--- src/rtl/pdp8_mem_pkg.sv ---
// Shared types and widths for the PDP-8 SRAM arbiter.
package pdp8_mem_pkg;

  localparam int PDP8_AW = 15;
  localparam int PDP8_DW = 12;
  localparam int SRAM_AW = 18;
  localparam int SRAM_DW = 16;

  typedef enum logic [1:0] {
    IDLE   = 2'd0,
    SETUP  = 2'd1,
    ACCESS = 2'd2,
    FINISH = 2'd3
  } state_t;

  typedef enum logic {
    OWN_CPU = 1'b0,
    OWN_DMA = 1'b1
  } owner_t;

endpackage

--- src/rtl/pdp8_mem_prio.sv ---
// Grant decision for the SRAM arbiter plus the DMA burst limiter.
// DMA normally wins, but after DMA_BURST_MAX consecutive DMA grants taken
// while the CPU was waiting, the CPU is served next.
module pdp8_mem_prio
  import pdp8_mem_pkg::*;
#(
  parameter int DMA_BURST_MAX = 4
) (
  input  logic   clk,
  input  logic   reset,
  input  logic   idle,
  input  logic   cpu_req,
  input  logic   dma_req,
  output logic   grant,
  output owner_t grant_owner
);

  logic [3:0] burst_reg;
  logic [3:0] burst_next;
  logic       under_limit;

  assign under_limit = (burst_reg < 4'(DMA_BURST_MAX));

  // Pick the owner while idle and work out the next burst count.
  always_comb begin
    grant       = 1'b0;
    grant_owner = OWN_CPU;
    burst_next  = burst_reg;
    if (idle) begin
      if (dma_req && under_limit) begin
        grant       = 1'b1;
        grant_owner = OWN_DMA;
      end else if (cpu_req) begin
        grant       = 1'b1;
        grant_owner = OWN_CPU;
      end else if (dma_req) begin
        grant       = 1'b1;
        grant_owner = OWN_DMA;
      end
      // Only DMA grants that make the CPU wait count towards the limit.
      if (!cpu_req) begin
        burst_next = '0;
      end else if (grant && (grant_owner == OWN_DMA)) begin
        burst_next = burst_reg + 4'd1;
      end else if (grant) begin
        burst_next = '0;
      end
    end
  end

  // Burst counter register.
  always_ff @(posedge clk) begin
    if (reset) begin
      burst_reg <= '0;
    end else begin
      burst_reg <= burst_next;
    end
  end

endmodule

--- src/rtl/pdp8_mem_arb.sv ---
// PDP-8 SRAM arbiter: shares the 256Kx16 SRAM between the CPU port and the
// RF08 data-break port, sequencing IDLE -> SETUP -> ACCESS -> FINISH.
// Optional build macro MEM_ARB_STATS_EN adds per-owner completion counters.
module pdp8_mem_arb
  import pdp8_mem_pkg::*;
#(
  parameter int ACCESS_CYCLES = 2,
  parameter int DMA_BURST_MAX = 4
) (
  input  logic                 clk,
  input  logic                 reset,
  input  logic                 cpu_req,
  input  logic                 cpu_we,
  input  logic [PDP8_AW-1:0]   cpu_addr,
  input  logic [PDP8_DW-1:0]   cpu_wdata,
  output logic [PDP8_DW-1:0]   cpu_rdata,
  output logic                 cpu_done,
  input  logic                 dma_req,
  input  logic                 dma_we,
  input  logic [PDP8_AW-1:0]   dma_addr,
  input  logic [PDP8_DW-1:0]   dma_wdata,
  output logic [PDP8_DW-1:0]   dma_rdata,
  output logic                 dma_done,
  output logic [SRAM_AW-1:0]   sram_a,
  output logic                 sram_ce_n,
  output logic                 sram_oe_n,
  output logic                 sram_we_n,
  output logic                 sram_ub_n,
  output logic                 sram_lb_n,
  output logic [SRAM_DW-1:0]   sram_dout,
  output logic                 sram_drive,
  input  logic [SRAM_DW-1:0]   sram_din
`ifdef MEM_ARB_STATS_EN
  ,
  output logic [15:0]          stat_cpu_cnt,
  output logic [15:0]          stat_dma_cnt
`endif
);

  state_t               state_reg;
  owner_t               owner_reg;
  logic                 we_reg;
  logic [3:0]           wait_reg;
  logic [SRAM_AW-1:0]   sram_a_reg;
  logic [SRAM_DW-1:0]   sram_dout_reg;
  logic                 ce_n_reg;
  logic                 oe_n_reg;
  logic                 we_n_reg;
  logic                 drive_reg;

  logic                 grant;
  owner_t               grant_owner;
  logic                 sel_we;
  logic [PDP8_AW-1:0]   sel_addr;
  logic [PDP8_DW-1:0]   sel_wdata;
  logic                 last_access;
  logic [1:0]           done_vec;
  logic [PDP8_DW-1:0]   rdata_vec [2];
  logic                 unused_din_hi;

  pdp8_mem_prio #(
    .DMA_BURST_MAX(DMA_BURST_MAX)
  ) u_prio (
    .clk        (clk),
    .reset      (reset),
    .idle       (state_reg == IDLE),
    .cpu_req    (cpu_req),
    .dma_req    (dma_req),
    .grant      (grant),
    .grant_owner(grant_owner)
  );

  assign sel_we    = (grant_owner == OWN_DMA) ? dma_we    : cpu_we;
  assign sel_addr  = (grant_owner == OWN_DMA) ? dma_addr  : cpu_addr;
  assign sel_wdata = (grant_owner == OWN_DMA) ? dma_wdata : cpu_wdata;

  // The final ACCESS cycle: read data is sampled and FINISH follows.
  assign last_access = (state_reg == ACCESS) && (wait_reg == 4'd0);

  // Access sequencer; SRAM strobes are registered alongside the state.
  always_ff @(posedge clk) begin
    if (reset) begin
      state_reg     <= IDLE;
      owner_reg     <= OWN_CPU;
      we_reg        <= 1'b0;
      wait_reg      <= '0;
      sram_a_reg    <= '0;
      sram_dout_reg <= '0;
      ce_n_reg      <= 1'b1;
      oe_n_reg      <= 1'b1;
      we_n_reg      <= 1'b1;
      drive_reg     <= 1'b0;
    end else begin
      case (state_reg)
        IDLE: begin
          if (grant) begin
            owner_reg     <= grant_owner;
            we_reg        <= sel_we;
            sram_a_reg    <= {{(SRAM_AW-PDP8_AW){1'b0}}, sel_addr};
            sram_dout_reg <= {{(SRAM_DW-PDP8_DW){1'b0}}, sel_wdata};
            ce_n_reg      <= 1'b0;
            oe_n_reg      <= sel_we;
            drive_reg     <= sel_we;
            state_reg     <= SETUP;
          end
        end
        SETUP: begin
          wait_reg  <= 4'(ACCESS_CYCLES - 1);
          we_n_reg  <= ~we_reg;
          state_reg <= ACCESS;
        end
        ACCESS: begin
          if (wait_reg == 4'd0) begin
            we_n_reg  <= 1'b1;
            oe_n_reg  <= 1'b1;
            state_reg <= FINISH;
          end else begin
            wait_reg <= wait_reg - 4'd1;
          end
        end
        FINISH: begin
          // Address, data and ce were held through FINISH for write hold.
          ce_n_reg  <= 1'b1;
          drive_reg <= 1'b0;
          state_reg <= IDLE;
        end
        default: state_reg <= IDLE;
      endcase
    end
  end

  // Per-owner completion pulse and read-data register.
  generate
    for (genvar gi = 0; gi < 2; gi++) begin : g_own
      localparam owner_t GI_OWNER = (gi == 0) ? OWN_CPU : OWN_DMA;
      logic               done_reg;
      logic [PDP8_DW-1:0] rdata_reg;

      // Pulse done on entry to FINISH and capture read data from the bus.
      always_ff @(posedge clk) begin
        if (reset) begin
          done_reg  <= 1'b0;
          rdata_reg <= '0;
        end else begin
          done_reg <= last_access && (owner_reg == GI_OWNER);
          if (last_access && !we_reg && (owner_reg == GI_OWNER)) begin
            rdata_reg <= sram_din[PDP8_DW-1:0];
          end
        end
      end

      assign done_vec[gi]  = done_reg;
      assign rdata_vec[gi] = rdata_reg;
    end
  endgenerate

`ifdef MEM_ARB_STATS_EN
  logic [15:0] stat_vec [2];

  generate
    for (genvar gi = 0; gi < 2; gi++) begin : g_stat
      logic [15:0] stat_reg;

      // Count completed accesses per owner; wraps naturally at 16 bits.
      always_ff @(posedge clk) begin
        if (reset) begin
          stat_reg <= '0;
        end else if (done_vec[gi]) begin
          stat_reg <= stat_reg + 16'd1;
        end
      end

      assign stat_vec[gi] = stat_reg;
    end
  endgenerate

  assign stat_cpu_cnt = stat_vec[0];
  assign stat_dma_cnt = stat_vec[1];
`endif

  // Upper data nibble is not part of the 12-bit PDP-8 word.
  assign unused_din_hi = ^sram_din[SRAM_DW-1:PDP8_DW];

  assign cpu_done   = done_vec[0];
  assign dma_done   = done_vec[1];
  assign cpu_rdata  = rdata_vec[0];
  assign dma_rdata  = rdata_vec[1];
  assign sram_a     = sram_a_reg;
  assign sram_dout  = sram_dout_reg;
  assign sram_ce_n  = ce_n_reg;
  assign sram_oe_n  = oe_n_reg;
  assign sram_we_n  = we_n_reg;
  assign sram_ub_n  = ce_n_reg;
  assign sram_lb_n  = ce_n_reg;
  assign sram_drive = drive_reg;

endmodule

--- config.mk ---
export PLATFORM = sky130hd
export DESIGN_NAME = pdp8_mem_arb
export DESIGN_NICKNAME = d
export VERILOG_FILES = /design/src/rtl/pdp8_mem_pkg.sv /design/src/rtl/pdp8_mem_prio.sv /design/src/rtl/pdp8_mem_arb.sv
export SDC_FILE = /design/constraint.sdc
export NUM_CORES = 1
export LEC_CHECK = 0
export CORE_MARGIN = 4
export CORE_UTILIZATION = 35
export CTS_BUF_LIST = sky130_fd_sc_hd__clkbuf_8 sky130_fd_sc_hd__clkbuf_16
export CTS_CLUSTER_DIAMETER = 30
export CTS_CLUSTER_SIZE = 28
export DETAILED_ROUTE_END_ITERATION = 8
export PLACE_DENSITY = 0.71
export RECOVER_POWER = 50
export SLEW_MARGIN = 15
export SYNTH_ARGS = -nofsm -noshare
export SYNTH_HDL_FRONTEND = slang
export SYNTH_SLANG_ARGS = --single-unit
--- constraint.sdc ---
create_clock -name clk -period 4.8 [get_ports clk]
set_input_delay 1.44 -clock clk [delete_from_list [all_inputs] [get_ports clk]]
set_output_delay 1.44 -clock clk [all_outputs]
set_load 0.02 [all_outputs]
==> key figures, run 1 <==
Run status
  • Status: complete, but fails checks
  • Failing checks: capacitance limit, slew limit

Detailed routing
  • Detail Route Antenna Nets: 0
  • Post-route DRC: 0
  • Initial drt markers: 118
  • Final wirelength: 8.54 mm
  • Via/cell ratio: 4.86
  • Drt first pass iters: 4
  • Vias: 2,904
  • WL per Instance: 14.3 um

Power and ir drop
  • Peak VDD IR: 202 uV
  • Internal Power: 1.44 mW
  • Leakage: 1.77 nW
  • Sequential share of power: 33.7%
  • Clock group share of total power: 25.6%
  • Combinational share of power: 40.7%
  • Sw Share: 36.5%
  • Pwr Total: 2.27 mW
  • Pwr per Cell Area: 495 nW/um2
  • Net Sw Power: 0.830 mW

Finish
  • Max reg flops: 15
  • Util after Layout: 55.0%
  • Layout cell share with drive strength beyond 1: 9.96%
  • Nets: 569
  • Antenna diodes: 0
  • Area grow syn2layout: 50.0%
  • Cell area after layout: 4590 um2

Yosys
  • Synth area leaders: dfxtp_1, nor2_1, nor4_2
  • Synth Instances: 369
  • Most instantiated library cell after synthesis: nor2_1
  • Count of different cell masters after synthesis: 38
  • Primary FF master, synth: dfxtp_1
  • Post-synth ARST share: 0%
  • Area leader, netlist: dfxtp_1
  • Commonest cells post-synth: nor2_1, dfxtp_1, nand2_1, a21oi_1, nor4_2
  • Syn. warnings: 0
  • Post-synthesis sequential area ratio: 45.2%
  • Share of the synthesized area in the top cell type: 45.2%
  • Post-Syn Area: 3060 um2
  • Number of synthesized flops with an enable pin: 0
  • Seq cells post-synth: 69
  • Synthesized area per cell: 8.29 um2

Setup path
  • Crit. Startpoint: reset
  • Crit. End Element: flop
  • Crit start category: input port
  • Kind of critical path: in2reg
  • Req. time, crit path: 5010 ps
  • FF-to-FF Start: state_reg[0]
  • Worst-path fanout max: 46
  • CP arrival: 3730 ps

Clock network
  • Resize count post-CTS: 0
  • Latest clock arrival within the worst-skew pair: 350 ps
  • Worst-path clk slew: 70 ps
  • Clock sink count: 69
  • Cts bufs inserted: 9
  • # H-tree levels: 3
  • Number of setup buffers added after CTS: 0
  • CTS tree: yes
  • CTS Hold Bufs: 0
  • Root Buffer: clkbuf_8
  • Max Buffers Root-to-Sink: 2

Timing
  • Worst Tran Pin Value: 2270 ps
  • Worst Clk Skew: 11.5 ps
  • Max Freq: 0.285 GHz
  • Tmin final: 3510 ps
  • Slew HR: -51.4%
  • Final setup viols: 0
  • Final period utilization: 73.1%
  • Slew Limit Fails: 47
  • RSZ-0062 raised after global routing: false
  • Hold Violations, Final: 0
  • Final TNS setup: 0 ps

Global routing
  • Met1 usage: 20.8%
  • Met2 global-route usage: 27.0%
  • Global-route wire length before repair: 13.5 mm
  • Vias in the first global route: 2,763
  • Grt met3 use: 5.72%
  • Busiest layer in global routing: met2
  • Largest net degree at the start of global routing: 47
  • Total Routing Usage GR: 16.4%
  • Initial antenna violation count: 0
  • Congestion Overflow GR: 0

Hold path
  • Hold wc startpoint: dma_rdata[8]
  • Hold WC Path Type: reg2reg

Place
  • Placed Instance Area: 4340 um2
  • Port-buffer cells: 130
  • Gpl congestion: 0.777
  • Placed wire-length estimate: 6.25 mm

Floorplan
  • Number of top-level pins: 142
  • Rows: 33
  • Die H: 101 um
  • Initial core utilization: 36.7%
  • Floorplan core area: 8340 um2
  • Die Span X: 101 um
  • Die ar.: 10,300 um2

Job
  • Max Cap Viol: 1
==> metrics by stage <==
step | cells | hold WS [ps] | setup slack (ps)
after global routing | 597 | 470 | 1060
after detailed placement | 581 | 446 | 1220
after CTS | 597 | 456 | 1570
after global placement | 581 | 441 | 1270
final | 597 | 452 | 1290
after floorplan | 375 | 463 | 2390
==> kinds of logic (layout without fill, tap and decap cells) <==
logic type / count (synthesis) / in the layout / synth area share [%]
and+or+nand+nor: 201 / 201 / 35.2
xor gates and xnor gates: 1 / 1 / 0.286
other: 1 / 7 / 0.123
muxes: 2 / 2 / 0.696
AOI/OAI and AO/OA: 49 / 49 / 8.84
DFF: 69 / 69 / 45.2
adders and majority gates: 6 / 6 / 2.45
buffers and inverters: 40 / 157 / 7.20
==> cells in the final DEF, fill, tap and decap left out, types with 3 or more instances in the layout <==
master           count
buf_4                3
nor4_2              20
clkbuf_8             9
nand3_1              3
ha_1                 6
nand2_1             57
o21ai_0              7
dlygate4sd3_1       26
inv_1                8
nor4_1               8
conb_1               7
nor2_1              90
a21oi_1             34
bufinv_16            3
dfxtp_1             69
nor3_1               4
clkdlybuf4s50_1    103
==> critical path, stage by stage <==
cell      delay, ps
clkbuf_1       1580
buf_4           550
nor4_1          110
==> path summary, 6_finish.rpt <==
path / end / depth (start not counted) / slack, ps
worst max-delay path: sram_a[3] / 3 / 1290
worst min register to register: dma_rdata[8] / 2 / 450
worst max register to register: sram_drive / 5 / 2480
worst min-delay path: dma_rdata[8] / 2 / 450
==> cell type report <==
| type | count | area [um2] |
|---|---|---|
| fillers | 801 | 3750 |
| inverters | 8 | 30.0 |
| well taps | 105 | 131 |
| repair buffers | 133 | 1320 |
| clock inverters | 7 | 121 |
| clock buffers | 9 | 124 |
| flip-flops and latches | 69 | 1380 |
| multi-input cells | 266 | 1480 |
==> metal layers <==
metal,share of wire [%],up-vias
li1,-,1449
met1,44,1326
met2,45,120
met3,9.5,9
met4,1.0,0
met5,0,-
==> power by group through the flow <==
stage                     combinational (mW)  clock (mW)  sequential, mW
after floorplan                        0.476           0           0.899
after global placement                 0.930           0           0.775
after detailed placement               0.952           0           0.781
after CTS                              0.956       0.598           0.768
after global routing                    1.02       0.628           0.785
final                                  0.925       0.581           0.765
No activity file was read; power rests on OpenSTA's default activity.
==> run 2, diff against run 1 <==
Settings changed: PLACE_DENSITY 0.71 to 0.74.
Clock period 4.8 ns to 3 ns, I/O delays scaled along.
==> key figures, run 2 (same netlist as run 1, synthesis figures left out) <==
Run status
  • Status: complete, but fails checks
  • Failing checks: capacitance limit, slew limit

Setup path
  • Cell Chain, Critical Path: dlygate4sd3_1 -> nor3b_1 -> nand3b_4 -> o22a_1 -> a21oi_1
  • Crit start category: input port
  • CP top delay family: simple AND/OR/NAND/NOR gates
  • Crit path max-delay cell type: dlygate4sd3_1
  • CP peak stage delay: 610 ps
  • Req. time, crit path: 3150 ps
  • Kind of critical path: in2reg
  • CP arrival: 2540 ps
  • CP Buf/Inv Count: 1
  • Worst-path fanout max: 28
  • Crit. End Element: flop

Place
  • Port-buffer cells: 130
  • Placed wire-length estimate: 6.43 mm
  • Gpl congestion: 0.775

Detailed routing
  • Post-route DRC: 0
  • Initial drt markers: 114
  • Via/cell ratio: 4.86
  • Final wirelength: 8.65 mm
  • Drt first pass iters: 4
  • WL per Instance: 14.4 um
  • Vias: 2,914
  • Detail Route Antenna Nets: 0

Clock network
  • Latest clock arrival within the worst-skew pair: 340 ps
  • # H-tree levels: 3
  • CTS Hold Bufs: 0
  • Cts bufs inserted: 9
  • Resize count post-CTS: 0
  • Root Buffer: clkbuf_8
  • Clock sink count: 69
  • Max Buffers Root-to-Sink: 2
  • CTS tree: yes
  • Worst-path clk slew: 80 ps
  • Number of setup buffers added after CTS: 0

Floorplan
  • Die ar.: 10,300 um2
  • Initial core utilization: 36.7%
  • Die H: 101 um
  • Rows: 33
  • Floorplan core area: 8340 um2
  • Number of top-level pins: 142
  • Die Span X: 101 um

Timing
  • Hold Violations, Final: 0
  • Worst Clk Skew: 14.0 ps
  • Hold WS: 453 ps
  • Final setup viols: 0
  • Slew HR: -1.41%
  • RSZ-0062 raised after global routing: false
  • Final TNS setup: 0 ps
  • Max Freq: 0.418 GHz
  • Final period utilization: 79.8%
  • Worst Tran Pin Value: 1520 ps
  • Slew Limit Fails: 27
  • Tmin final: 2390 ps

Finish
  • Commonest non-fill, non-tap cells in the layout: clkdlybuf4s50_1, nor2_1, dfxtp_1, nand2_1, a21oi_1
  • Max reg flops: 15
  • Util after Layout: 55.0%
  • Commonest non-fill, non-tap cell in the layout: clkdlybuf4s50_1
  • Layout cell share with drive strength beyond 1: 9.31%
  • Nets: 571
  • Antenna diodes: 0
  • Area grow syn2layout: 49.9%

Global routing
  • Initial antenna violation count: 0
  • Largest net degree at the start of global routing: 29
  • Global-route wire length before repair: 13.7 mm
  • Total Routing Usage GR: 16.6%
  • Vias in the first global route: 2,881
  • Congestion Overflow GR: 0

Power and ir drop
  • Peak VDD IR: 262 uV
  • Pwr per Cell Area: 789 nW/um2
  • Leakage: 1.74 nW

Hold path
  • Hold WC Path Type: reg2reg

Job
  • Max Cap Viol: 1
## run 2: per-layer routing
layer / wire length [um] / global-route usage [%] / share of wire, %
met5: 0 / 0 / 0
met4: 163 / 5.93 / 1.9
met3: 781 / 5.23 / 9.0
met2: 3960 / 27.7 / 46
met1: 3740 / 20.3 / 43
## run 2: worst paths after layout
path | endpoint | startpoint | cells past startpoint | slack (ps)
min reg2reg | cpu_rdata[9] | cpu_rdata[9] | 2 | 450
max | we_reg | dma_req | 5 | 610
max reg2reg | cpu_rdata[7] | state_reg[0] | 6 | 1130
min | cpu_rdata[9] | cpu_rdata[9] | 2 | 450
## run 2: where the power goes
part / internal [mW] / total (mW) / leakage [nW] / switching (mW)
logic: 0.649 / 1.49 / 1.06 / 0.839
registers: 1.11 / 1.23 / 0.565 / 0.113
clock network: 0.549 / 0.906 / 0.121 / 0.357
total: 2.31 / 3.62 / 1.74 / 1.31
## run 2: cell type report
type / instances / area [um2]
inverters: 8 / 30.0
multi-input cells: 266 / 1460
repair buffers: 135 / 1350
clock inverters: 7 / 115
well taps: 105 / 131
clock buffers: 9 / 124
fillers: 766 / 3760
flip-flops and latches: 69 / 1380
## run 2: worst register-to-register path, delay by kind of cell (launching register included)
kind                     cells  cell delay, ps
adder cells (fa/ha/maj)      1             320
flip-flops                   1             330
buffers and inverters        1             100
AO/OA/AOI/OAI                1             150
AND/OR/NAND/NOR              3             910
## run 2: metrics by stage
step	area (um2)	worst slack [ps]	cells	power, mW
6_report	4580	607	599	3.62
5_1_grt	4580	434	599	3.86
4_1_cts	4610	729	599	3.70
3_5_place_dp	4370	434	583	2.77
3_3_place_gp	4370	470	583	2.73
2_1_floorplan	3080	1130	375	2.20
